==> config.mk <==
export PLATFORM = sky130hd
export DESIGN_NAME = fifo_wr_arbiter
export DESIGN_NICKNAME = d
export VERILOG_FILES = /design/src/rtl/fifo_pkg.sv /design/src/rtl/rr_pick.sv /design/src/rtl/fifo_wr_arbiter.sv
export SDC_FILE = /design/constraint.sdc
export NUM_CORES = 1
export LEC_CHECK = 0
export CELL_PAD_IN_SITES_DETAIL_PLACEMENT = 1
export CELL_PAD_IN_SITES_GLOBAL_PLACEMENT = 1
export CORE_AREA = 2 2 73 57
export CTS_BUF_LIST = sky130_fd_sc_hd__clkbuf_8 sky130_fd_sc_hd__clkbuf_16
export DETAILED_ROUTE_END_ITERATION = 8
export DIE_AREA = 0 0 75 59
export PLACE_DENSITY_LB_ADDON = 0.1
export SLEW_MARGIN = 20
export SYNTH_ARGS = -nofsm -noshare
export SYNTH_HDL_FRONTEND = slang
export SYNTH_HIERARCHICAL = 1
export SYNTH_SLANG_ARGS = --single-unit
==> constraint.sdc <==
create_clock -name clk -period 5.5 [get_ports clk]
set_clock_uncertainty 0.05 [all_clocks]
set_input_delay 1.1 -clock clk [delete_from_list [all_inputs] [get_ports clk]]
set_output_delay 1.1 -clock clk [all_outputs]
set_load 0.02 [all_outputs]
==> src/rtl/fifo_pkg.sv <==
// Shared constants, helper function and arbiter state type for the fifo
// and its write-side arbiter.
package fifo_pkg;

  localparam int unsigned BITSIZE = 9;
  localparam int unsigned DEPTH   = 6;

  typedef enum logic {
    IDLE = 1'b0,
    BUSY = 1'b1
  } arb_state_e;

  function automatic int unsigned clog2(input int unsigned n);
    int unsigned r;
    r = 0;
    while ((32'd1 << r) < n) r = r + 1;
    return r;
  endfunction

endpackage

==> src/rtl/rr_pick.sv <==
// Combinational round-robin picker: first set bit of req at or after ptr,
// wrapping modulo NREQ.
module rr_pick
  import fifo_pkg::*;
#(
  parameter int unsigned NREQ = 4,
  parameter int unsigned IDXW = 2
) (
  input  logic [NREQ-1:0] req,
  input  logic [IDXW-1:0] ptr,
  output logic            valid,
  output logic [IDXW-1:0] idx
);

  int              s;
  logic [IDXW-1:0] j;

  // Scan from farthest to nearest so the nearest set bit wins.
  always_comb begin
    valid = 1'b0;
    idx   = '0;
    s     = 0;
    j     = '0;
    for (int i = int'(NREQ) - 1; i >= 0; i--) begin
      s = int'(ptr) + i;
      if (s >= int'(NREQ)) s = s - int'(NREQ);
      j = IDXW'(s);
      if (req[j]) begin
        valid = 1'b1;
        idx   = j;
      end
    end
  end

endmodule

==> src/rtl/fifo_wr_arbiter.sv <==
// Round-robin burst arbiter sharing one fifo write port among NREQ producers.
module fifo_wr_arbiter #(
  parameter int unsigned NREQ    = 4,
  parameter int unsigned BITSIZE = fifo_pkg::BITSIZE,
  parameter int unsigned BURST   = 4,
  parameter int unsigned IDXW    = fifo_pkg::clog2(NREQ)
) (
  input  logic                    clk,
  input  logic                    rstp,
  input  logic [NREQ-1:0]         req,
  input  logic [NREQ*BITSIZE-1:0] data_in,
  input  logic                    fullp,
  output logic [NREQ-1:0]         gnt,
  output logic                    writep,
  output logic [BITSIZE-1:0]      data_out,
  output logic [IDXW-1:0]         owner,
  output logic                    busy
);

  import fifo_pkg::*;

  arb_state_e      state;
  logic [IDXW-1:0] rr_ptr;
  logic [3:0]      beats;
  logic            pick_valid;
  logic [IDXW-1:0] pick_idx;
  logic [IDXW-1:0] sel;

  function automatic logic [IDXW-1:0] next_idx(input logic [IDXW-1:0] i);
    if (int'(i) == int'(NREQ) - 1) return '0;
    return i + IDXW'(1);
  endfunction

  rr_pick #(
    .NREQ (NREQ),
    .IDXW (IDXW)
  ) u_pick (
    .req   (req),
    .ptr   (rr_ptr),
    .valid (pick_valid),
    .idx   (pick_idx)
  );

  // Zero-latency grant; suppressed while resetting or when the fifo is full.
  always_comb begin
    gnt      = '0;
    data_out = '0;
    sel      = (state == IDLE) ? pick_idx : owner;
    if (!rstp && !fullp) begin
      if (state == IDLE) begin
        if (pick_valid) gnt[pick_idx] = 1'b1;
      end else begin
        if (req[owner]) gnt[owner] = 1'b1;
      end
    end
    writep = |gnt;
    if (writep) data_out = data_in[int'(sel)*BITSIZE +: BITSIZE];
  end

  assign busy = (state == BUSY);

  always_ff @(posedge clk) begin
    if (rstp) begin
      state  <= IDLE;
      rr_ptr <= '0;
      owner  <= '0;
      beats  <= '0;
    end else begin
      case (state)
        IDLE: begin
          if (pick_valid && !fullp) begin
            owner <= pick_idx;
            beats <= 4'd1;
            if (BURST == 1) rr_ptr <= next_idx(pick_idx);
            else            state  <= BUSY;
          end
        end
        BUSY: begin
          if (req[owner]) begin
            if (!fullp) begin
              beats <= beats + 4'd1;
              if (beats + 4'd1 == 4'(BURST)) begin
                state  <= IDLE;
                rr_ptr <= next_idx(owner);
              end
            end
          end else begin
            // Owner released early: one bubble, then re-arbitrate.
            state  <= IDLE;
            rr_ptr <= next_idx(owner);
          end
        end
        default: state <= IDLE;
      endcase
    end
  end

endmodule

==> After elaboration in Yosys (flattened, before gate mapping) <==
Cells that the tools add are included.
{ "totals": {"ramBits": 0, "regBits": 9, "in_bits": 43, "rom_bits": 0, "mem_count": 0, "latchBits": 0} }
{ "classes": {"n_reduce_logical": 10, "addsub": 9, "multipliers": 1, "div_mod_pow": 0, "shifts": 1, "eq_ne": 7, "magnitude_cmp": 12, "mux": 56, "bitwise": 1} }
{ "op_table": {"columns": ["op", "count"], "rows": [
  ["36-bit by 7-bit variable part select with 9-bit output", 1],
  ["2-bit two-way mux", 15],
  ["4-bit two-way mux", 7],
  ["1-bit two-way mux", 24],
  ["2-bit by 3-bit less-than comparator with 1-bit output, second input constant", 6],
  ["1-bit binary-select mux with 2-bit select", 5],
  ["3-bit >= comparator, second input constant", 3],
  ["9-bit two-way mux", 1],
  ["4-bit one-hot mux with 2 select lines", 1],
  ["2-bit by 1-bit subtractor with 2-bit output, second input constant", 4],
  ["2-bit by 2-bit adder with 3-bit output, second input constant", 2],
  ["2-bit by 4-bit multiplier with 6-bit output, second input constant", 1],
  ["2-bit by 1-bit inequality test with 1-bit output, second input constant", 3],
  ["3-bit AND reduction", 2],
  ["4-bit by 1-bit adder with 4-bit output, second input constant", 1],
  ["1-bit demux with 2-bit select", 2],
  ["4-bit by 3-bit equality test with 1-bit output, second input constant", 1],
  ["2-bit by 1-bit >= comparator with 1-bit output, second input constant", 2],
  ["1-bit logical AND", 4],
  ["2-bit inequality test, second input constant", 2],
  ["4-bit OR reduction", 1],
  ["2-bit by 1-bit adder with 3-bit output, second input constant", 1],
  ["2-bit by 3-bit >= comparator with 1-bit output, second input constant", 1],
  ["2-bit by 1-bit adder with 2-bit output, second input constant", 1],
  ["5 further kinds", 6]
]} }

==> Depth between registers and ports, before layout <==
Gate-level depths: netlist of run 1.
{ "depth": {"depth_word": 18, "mapped_depth": 7, "mapped_depth_nobuf": 7} }

==> Modules after synthesis <==
Netlist of run 1, hierarchy kept.
{ "modules_own_cells": {"columns": ["module", "cells_per_inst", "seq_area_each_um2", "area_each_um2", "n_inst"], "rows": [
  ["fifo_wr_arbiter", 100, 180.2, 960.9, 1],
  ["rr_pick", 13, 0.0, 77.6, 1]
]} }

==> Least setup slack after synthesis of run 1 <==
No wires, ideal clock.
{ "synth_timing": {"path_kind": "input port to output port", "from": "input port req[2]", "to": "output port data_out[0]", "slack_ps": 1600, "arrival_ps": 2750, "stages": 6, "path_buffers": 0, "path_cell_list": "nand2b_1 -> a21oi_1 -> a211oi_2 -> mux2i_2 -> mux4_2 -> nor2b_2"} }
{ "synth_between": {"elab_chain_len": 15, "word_cells_on_any_way": 32, "cone_classes": "mul (1); order compare (2); shift (1); mux (26); reduce/logical (2)"} }
{ "synth_rtl": {"columns": ["element", "line", "source"], "rows": [
  ["start: declaration", "fifo_wr_arbiter.sv:10", "input logic [NREQ-1:0] req,"],
  ["1-bit binary-select mux with 2-bit select", "rr_pick.sv:28", "if (req[j]) begin"],
  ["1-bit two-way mux (implied by the code)", "rr_pick.sv:28", null],
  ["2-bit two-way mux (3 in series)", "rr_pick.sv:28", null],
  ["2-bit two-way mux *", "rr_pick.sv:28", null],
  ["named net pick_idx[0]", "fifo_wr_arbiter.sv:26", "logic [IDXW-1:0] pick_idx;"],
  ["parallel branches: the longest is 8 deep, another holds 2-bit by 4-bit multiplier with 6-bit output", null, null],
  ["9-bit two-way mux *", "fifo_wr_arbiter.sv:57", "if (writep) data_out = data_in[int'(sel)*BITSIZE +: BITSIZE];"],
  ["end: declaration", "fifo_wr_arbiter.sv:15", "output logic [BITSIZE-1:0] data_out,"]
]} }
Mark *: on every way through the listed nets, which the timed path passes. The select of a mux whose other input is x is not followed.

==> Final worst setup path of run 1 <==
{ "layout_timing": {"from": "input port req[2]", "to": "output port data_out[3]"} }
The elaborated chain is that of the path after synthesis.

==> results.env, run 1 <==
MAX_FREQ_GHz=0.194
HOLD_PATH_CLASS='flop to flop'
SYNTH-EDFF-COUNT=0
INTPOWER_W=0.000192
VIASPERCELL=5.03
PORT-BUFFER-COUNT=59
CLOCK_SLEW_AT_REPORTED_PATH_FFS_NS=0.05
GRT.TOTAL_USAGE_PCT=17.5
GRT_ANTENNA_BEFORE_REPAIR=0
SEQ_AREA_FRAC_SYNTH_PCT=17.3
FILL_CELLS=441
VIA_COUNT=1132
ROUTED_WIRELENGTH_MM=3.68
FLOORPLAN.DIE.WIDTH_UM=75
SWITCHING_POWER_W=0.0000898
FINALPOWER_W=0.000282
SETUP-TNS-FINAL_NS=0
DETAILEDPLACEMENTHPWL_MM=3.09
SYN_AREA_PER_CELL_UM2=9.19
SEQ_POWER_SHARE_PCT=26.6
FINALCRITICALPERIOD_NS=5.15
GR-TOTAL-OVERFLOW=0
REPORT.FINAL.SETUP_VIOL=0
SHARE_COMB_OF_TOTAL_POWER_PCT=44.5
POSTSYNTHNETCOUNT=162
POST-CTS-SETUP-BUFFERS=0
POWER_SWITCHING_SHARE_PCT=31.8
CTS_TREE='built'
P_CLK_SHARE_PCT=28.8
WORST_SKEW_PAIR.LATE_LATENCY_NS=0.24
INITIAL_UTILIZATION_PCT=28.6
SLEW_HEADROOM_PCT=35.4
LAYOUT_CELLS_SIZED_ABOVE_1_PCT=17.3
SYNTH_TOP_FLOP_CELL='dfxtp_1'
HTREEDEPTH=1
RSZ0062_AT_GRT='no'
PLACEMENT_ROWS=19
DIEAREA_UM2=4430
FINALHOLDVIOLATIONS=0
CORE_REGION_UM2=3640
HOLD_BUFFER_COUNT_AT_CTS=0
GRT_FIRST_PASS_WIRELENGTH_MM=5.66
PLACE.DETAILED.INSTANCES=221
NETLIST_AREA_UM2=1040
START_KIND='input pin'
CLOCK_PATH_BUFFERS=2
GRT_PASS1_VIAS=1212
SYNTH.YOSYS.WARNINGS=6
DRCVIOLATIONCOUNT=0
DETAIL_ROUTE.ITER0.VIOLATIONS=50
DIEHEIGHT_UM=59
CELLPOWERDENSITY_nW_PER_UM2=164
CTSROOTBUFFERMASTER='clkbuf_8'
MIN_PERIOD_OVER_PERIOD_PCT=93.6
GRT_START_MAX_NET_PINS=17
SYNTH_SEQ_CELLS=9
DESIGN.FINAL.NETS=223
STATUS='finished, final reports clean'
CRITICAL_PATH_FANOUTS_MAX=9
ANTENNA_LEFT=0
CRITICAL_PATH_REQUIRED_NS=4.35
WL_PER_CELL_UM=16.4
STATIC_LEAKAGE_nW=0.626
CRIT_ARRIVAL_NS=4.00
CAP_VIOL_MAX_COUNT=0
COUNT_OF_TRITONROUTE_ITERATIONS_IN_THE_FIRST_ROUTING_PASS=4
CLOCK-SINKS=9
ANTENNA-DIODE-COUNT=0
LAYOUT.CELLS.NON_FILLER=225
CRITICAL_PATH_ENDPOINT_CATEGORY='output port'
CTS_INSERTED_BUFFERS=3
NUMBER_OF_SLEW_LIMIT_VIOLATIONS_IN_THE_FINAL_REPORT=0
POSTSYNTHCELLCOUNT=113
YOSYS.CELL_TYPES.COUNT=33
IOPINCOUNT=60
CTSRESIZECOUNT=0
TIMING_WORST_SLEW_PIN_VALUE_NS=0.942
WORST_HOLD_SLACK_NS=0.480
AREA_DELTA_SYNTH_FINAL_PCT=66.1
WORST_IR_DROP_VDD_mV=0.120
TIMING.SETUP.CRITICAL_PATH_CLASS='input pin to output port'
ASYNC_RESET_FF_SHARE_PCT=0
GP_CONGESTION=0.822
FINAL_AREA_UM2=1730
PLACE_AREA_UM2=1680
## area by class of cell
class / count / area [µm²] / share of cell area [%]
multi-input combinational: 96 / 821 / 47.6
timing repair buffer: 60 / 598 / 34.7
sequential: 9 / 180 / 10.4
tap: 52 / 65.1 / 3.77
clock buffer: 3 / 41.3 / 2.39
inverter: 4 / 15.0 / 0.870
clock inverter: 1 / 5.00 / 0.290
## worst max-delay path: stages
cell             delay, ns
clkdlybuf4s50_1       0.53
nand2b_1              0.08
a21oi_1               0.18
a211oi_2              0.10
mux2i_2               0.70
mux4_2                0.60
nor2b_2               0.17
clkdlybuf4s50_1       0.54
## power by group through the flow
stage / clock [W] / combinational, W / sequential (W)
3_5_place_dp: 0 / 0.000126 / 0.0000764
2_1_floorplan: 0 / 0.0000685 / 0.0000749
4_1_cts: 0.0000850 / 0.000127 / 0.0000750
6_report: 0.0000814 / 0.000126 / 0.0000752
3_3_place_gp: 0 / 0.000123 / 0.0000762
5_1_grt: 0.0000903 / 0.000134 / 0.0000759
## layer usage
layer	part of all wire, %	vias up	GRT usage, %
met1	45	551	22.8
met3	6.8	5	5.78
met2	47	33	27.4
li1	-	543	-
met5	0	-	0
met4	1.2	0	5.36
## sequential cells by signal, indices dropped and copies added, names as in the netlist
register / count
beats: 4
busy: 1
owner: 2
rr_ptr: 2
## final timing paths
path | startpoint | to | slack, ns | cells past startpoint
setup / recovery | req[2] | data_out[3] | 0.35 | 8
hold / removal | rr_ptr[0] | rr_ptr[0] | 0.48 | 2
setup reg to reg | owner[0] | beats[2] | 3.49 | 5
hold reg to reg | rr_ptr[0] | rr_ptr[0] | 0.48 | 2
## per-stage QoR
step | util [%] | setup WS (ns)
floorplan | - | 1.60
global placement | 46.2 | 0.359
detailed placement | 46.2 | 0.303
CTS | 47.4 | 0.293
global route | 47.4 | 0.117
finish | 47.4 | 0.353
## cells by family after synthesis
family	count (synthesis)	share of synthesized area [%]
simple gates	51	27.2
compound gates	22	15.9
buf+inv	8	3.61
fa+ha+maj	6	7.23
xor+xnor	2	1.69
mux	15	27.0
flops	9	17.3
## cell usage after synthesis, drive strengths merged, types with 2 or more instances
master	count	area share [%]
nor2	14	5.1
and2	2	1.4
mux2i	4	4.2
a22oi	2	1.4
nand3	5	2.4
nand2b	5	3.0
ha	6	7.2
inv	4	1.4
nor3	7	3.4
nor2b	10	8.2
o21ai	5	2.4
clkbuf	3	1.1
mux4	10	22
a32oi	2	1.7
a211oi	3	2.6
nand2	6	2.2
dfxtp	9	17
a21oi	6	2.9
## placed cells by master, fill, tap and decap left out, types with 3 or more instances in the layout
master	count
clkbuf_8	3
dfxtp_1	9
a21oi_1	6
nand3_1	5
mux4_2	10
nor2b_2	9
mux2i_1	3
nand2_1	6
inv_1	4
ha_1	6
nand2b_1	5
nor3_1	7
o21ai_0	4
nor2_1	14
clkdlybuf4s50_1	59
(Power assumes the default switching activity.)
==> inputs of run 2 (changes only) <==
Settings changed: ABC_AREA set to 1, CORE_AREA 2 2 73 57 to 2 2 81 63, DIE_AREA 0 0 75 59 to 0 0 83 65.
==> results.env, run 2 <==
GRT_START_MAX_NET_PINS=24
HOLD_BUFFER_COUNT_AT_CTS=0
MIN_PERIOD_OVER_PERIOD_PCT=94.6
VIASPERCELL=4.64
HOLD_PATH_CLASS='flop to flop'
CRITICAL_PATH.CELL_CHAIN='clkdlybuf4s50_1, inv_1, nand2_1, and2_4, nand2_2, nand2_2, clkinv_2, nand2_1, nand2_1, nand2_1, inv_2, o21ai_4, buf_4, nor2_1, o21ai_1, inv_1, nor2_2, clkdlybuf4s50_1'
CTS_TREE='built'
POST-CTS-SETUP-BUFFERS=0
WL_PER_CELL_UM=12.4
POSTSYNTHNETCOUNT=277
CRITICAL_R2R_LAUNCH='rr_ptr[0]'
CORE_REGION_UM2=4710
GRT.TOTAL_USAGE_PCT=16.1
SYNTH.YOSYS.WARNINGS=6
POST-SYNTH-TOP-AREA-CELL='dfxtp_1'
HOLD_START='beats[3]'
WORST_SKEW_PAIR.LATE_LATENCY_NS=0.24
FF_LATCH_AREA_UM2=180
RSZ0062_AT_GRT='no'
SLEW_HEADROOM_PCT=54.9
CTS_INSERTED_BUFFERS=3
GRT_ANTENNA_BEFORE_REPAIR=0
CLOCK_PATH_BUFFERS=2
WORSTSETUPSTARTPOINT='req[2]'
STATUS='finished, final reports clean'
NETLIST_AREA_UM2=1290
CLOCK-SINKS=9
VIA_COUNT=1618
REPORT.FINAL.SETUP_VIOL=0
DIEHEIGHT_UM=65
DIEAREA_UM2=5400
CRITICAL_PATH_FANOUTS_MAX=23
FLOORPLAN.DIE.WIDTH_UM=83
GP_CONGESTION=0.798
HTREEDEPTH=1
LARGEST_REG_FLOPS=4
START_KIND='input pin'
CLOCK_SLEW_AT_REPORTED_PATH_FFS_NS=0.05
CTSRESIZECOUNT=0
WORST_IR_DROP_VDD_mV=0.177
ROUTED_WIRELENGTH_MM=4.32
GRT_FIRST_PASS_WIRELENGTH_MM=7.18
NETLIST_TOP_CELLS_COUNT='nand2_1 (48), inv_1 (38), nand3_1 (21), nor2_1 (20), o21ai_1 (17)'
CRITICAL_PATH_ENDPOINT_CATEGORY='output port'
IOPINCOUNT=60
CRITICAL_PATH.TOP_DELAY_FAMILY='buffers and inverters'
CRIT_ARRIVAL_NS=4.05
POSTSYNTHCELLCOUNT=228
FINALCRITICALPERIOD_NS=5.20
CPPEAKSTAGEDELAY_NS=0.60
FINALHOLDVIOLATIONS=0
TIMING_WORST_SLEW_PIN_VALUE_NS=0.676
PLACE_AREA_UM2=1940
FINAL_COMMON_CELL='clkdlybuf4s50_1'
TOP_REGS='beats: 4 flops, owner: 2 flops, rr_ptr: 2 flops'
DRCVIOLATIONCOUNT=0
NUMBER_OF_SLEW_LIMIT_VIOLATIONS_IN_THE_FINAL_REPORT=0
CRIT_PATH_TOP_DELAY_CELL='clkdlybuf4s50_1'
REGISTERS.TOP_BY_FF_COUNT='beats'
AREA_DELTA_SYNTH_FINAL_PCT=53.8
CTSROOTBUFFERMASTER='clkbuf_8'
DESIGN.FINAL.NETS=339
GRT_PASS1_VIAS=1501
ASYNC_RESET_FF_SHARE_PCT=0
WORSTPATHBUFFERINVERTERCOUNT=7
CRITICAL_PATH_REQUIRED_NS=4.35
DETAILEDPLACEMENTHPWL_MM=3.59
AREA_OF_THE_MULTI_INPUT_GATES_UM2=891
POST_SYNTH_TOP_AREA_SHARE_PCT=14.0
INITIAL_UTILIZATION_PCT=27.4
LAYOUT_CELLS_SIZED_ABOVE_1_PCT=12.5
SYNTHMOSTINSTANTIATEDCELL='nand2_1'
PLACEMENT_ROWS=22
FILL_CELLS=624
CRIT_TOP_CELL='nand2_1'
COUNT_OF_TRITONROUTE_ITERATIONS_IN_THE_FIRST_ROUTING_PASS=4
FINAL_AREA_UM2=1990
SYNTH_TOP_FLOP_CELL='dfxtp_1'
CELLPOWERDENSITY_nW_PER_UM2=241
PORT-BUFFER-COUNT=59
SEQ_AREA_FRAC_SYNTH_PCT=14.0
SETUP-TNS-FINAL_NS=0
NETLIST_TOP_CELLS_AREA='dfxtp_1 (14%), nand2_1 (14%), inv_1 (11%)'
DETAIL_ROUTE.ITER0.VIOLATIONS=27
MAX_FREQ_GHz=0.192
SYNTH_SEQ_CELLS=9
TIMING.SETUP.CRITICAL_PATH_CLASS='input pin to output port'
LAYOUT_COMMON_CELLS='clkdlybuf4s50_1 (59), nand2_1 (48), inv_1 (39)'
SYNTH-EDFF-COUNT=0
ANTENNA-DIODE-COUNT=0
CAP_VIOL_MAX_COUNT=0
STATIC_LEAKAGE_nW=0.933
YOSYS.CELL_TYPES.COUNT=29
ANTENNA_LEFT=0
SYN_AREA_PER_CELL_UM2=5.66
GR-TOTAL-OVERFLOW=0
run 2: changes by cell type after synthesis, sizes merged, moves of 7 or more:
cell	delta
nor3	-7
inv	+41
o21ai	+21
nand3	+18
nand2	+46
mux4	-10
nor2	+16
nor2b	-10
a21oi	+7
o22ai	+7
run 2: power by group:
| part | internal [W] | switching (W) | total, W |
|---|---|---|---|
| Sequential | 0.0000704 | 0.0000139 | 0.0000843 |
| Combinational | 0.000140 | 0.000178 | 0.000318 |
| Clock | 0.0000488 | 0.0000278 | 0.0000766 |
| Total | 0.000259 | 0.000220 | 0.000479 |
run 2: per-stage QoR:
step	utilization, %	hold slack (ns)	total power [W]	instances	worst slack [ns]
finish	42.2	0.431	0.000479	349	0.298
global route	42.2	0.470	0.000519	349	0.0665
CTS	42.2	0.435	0.000484	349	0.289
detailed placement	41.2	0.428	0.000406	345	0.286
global placement	41.2	0.415	0.000403	345	0.337
floorplan	-	0.396	0.000291	228	1.70
run 2: logic make-up after synthesis:
family	Yosys count	share of synthesized area, %
AND/OR/NAND/NOR	108	39.0
buffers and inverters	52	17.1
AO/OA/AOI/OAI	51	22.9
flip-flops	9	14.0
adder cells (fa/ha/maj)	6	5.81
XOR/XNOR	2	1.36
run 2: tightest hold or removal path, stage by stage (launching register included):
cell and delay, ns:
dfxtp_1 0.32, nand2_1 0.06, a21oi_1 0.05
run 2: routing by layer:
layer,global-route usage (%),part of all wire [%],vias up
met3,0.637,2.7,6
met5,0,0,-
met1,23.7,53,725
met2,25.7,43,39
met4,4.30,0.88,0
li1,-,-,848
run 2: cell type report:
| class | instances | share of cell area (%) |
|---|---|---|
| flip-flops and latches | 9 | 9.07 |
| multi-input cells | 167 | 44.9 |
| clock inverters | 1 | 0.189 |
| repair buffers | 63 | 31.3 |
| inverters | 46 | 8.76 |
| clock buffers | 3 | 2.08 |
| well taps | 60 | 3.78 |
run 2: final timing paths:
path                  to  slack (ns)  cells past startpoint
max          data_out[2]        0.30                     18
min             beats[3]        0.43                      2
max reg2reg     owner[1]        3.46                     12
min reg2reg     beats[3]        0.43                      2
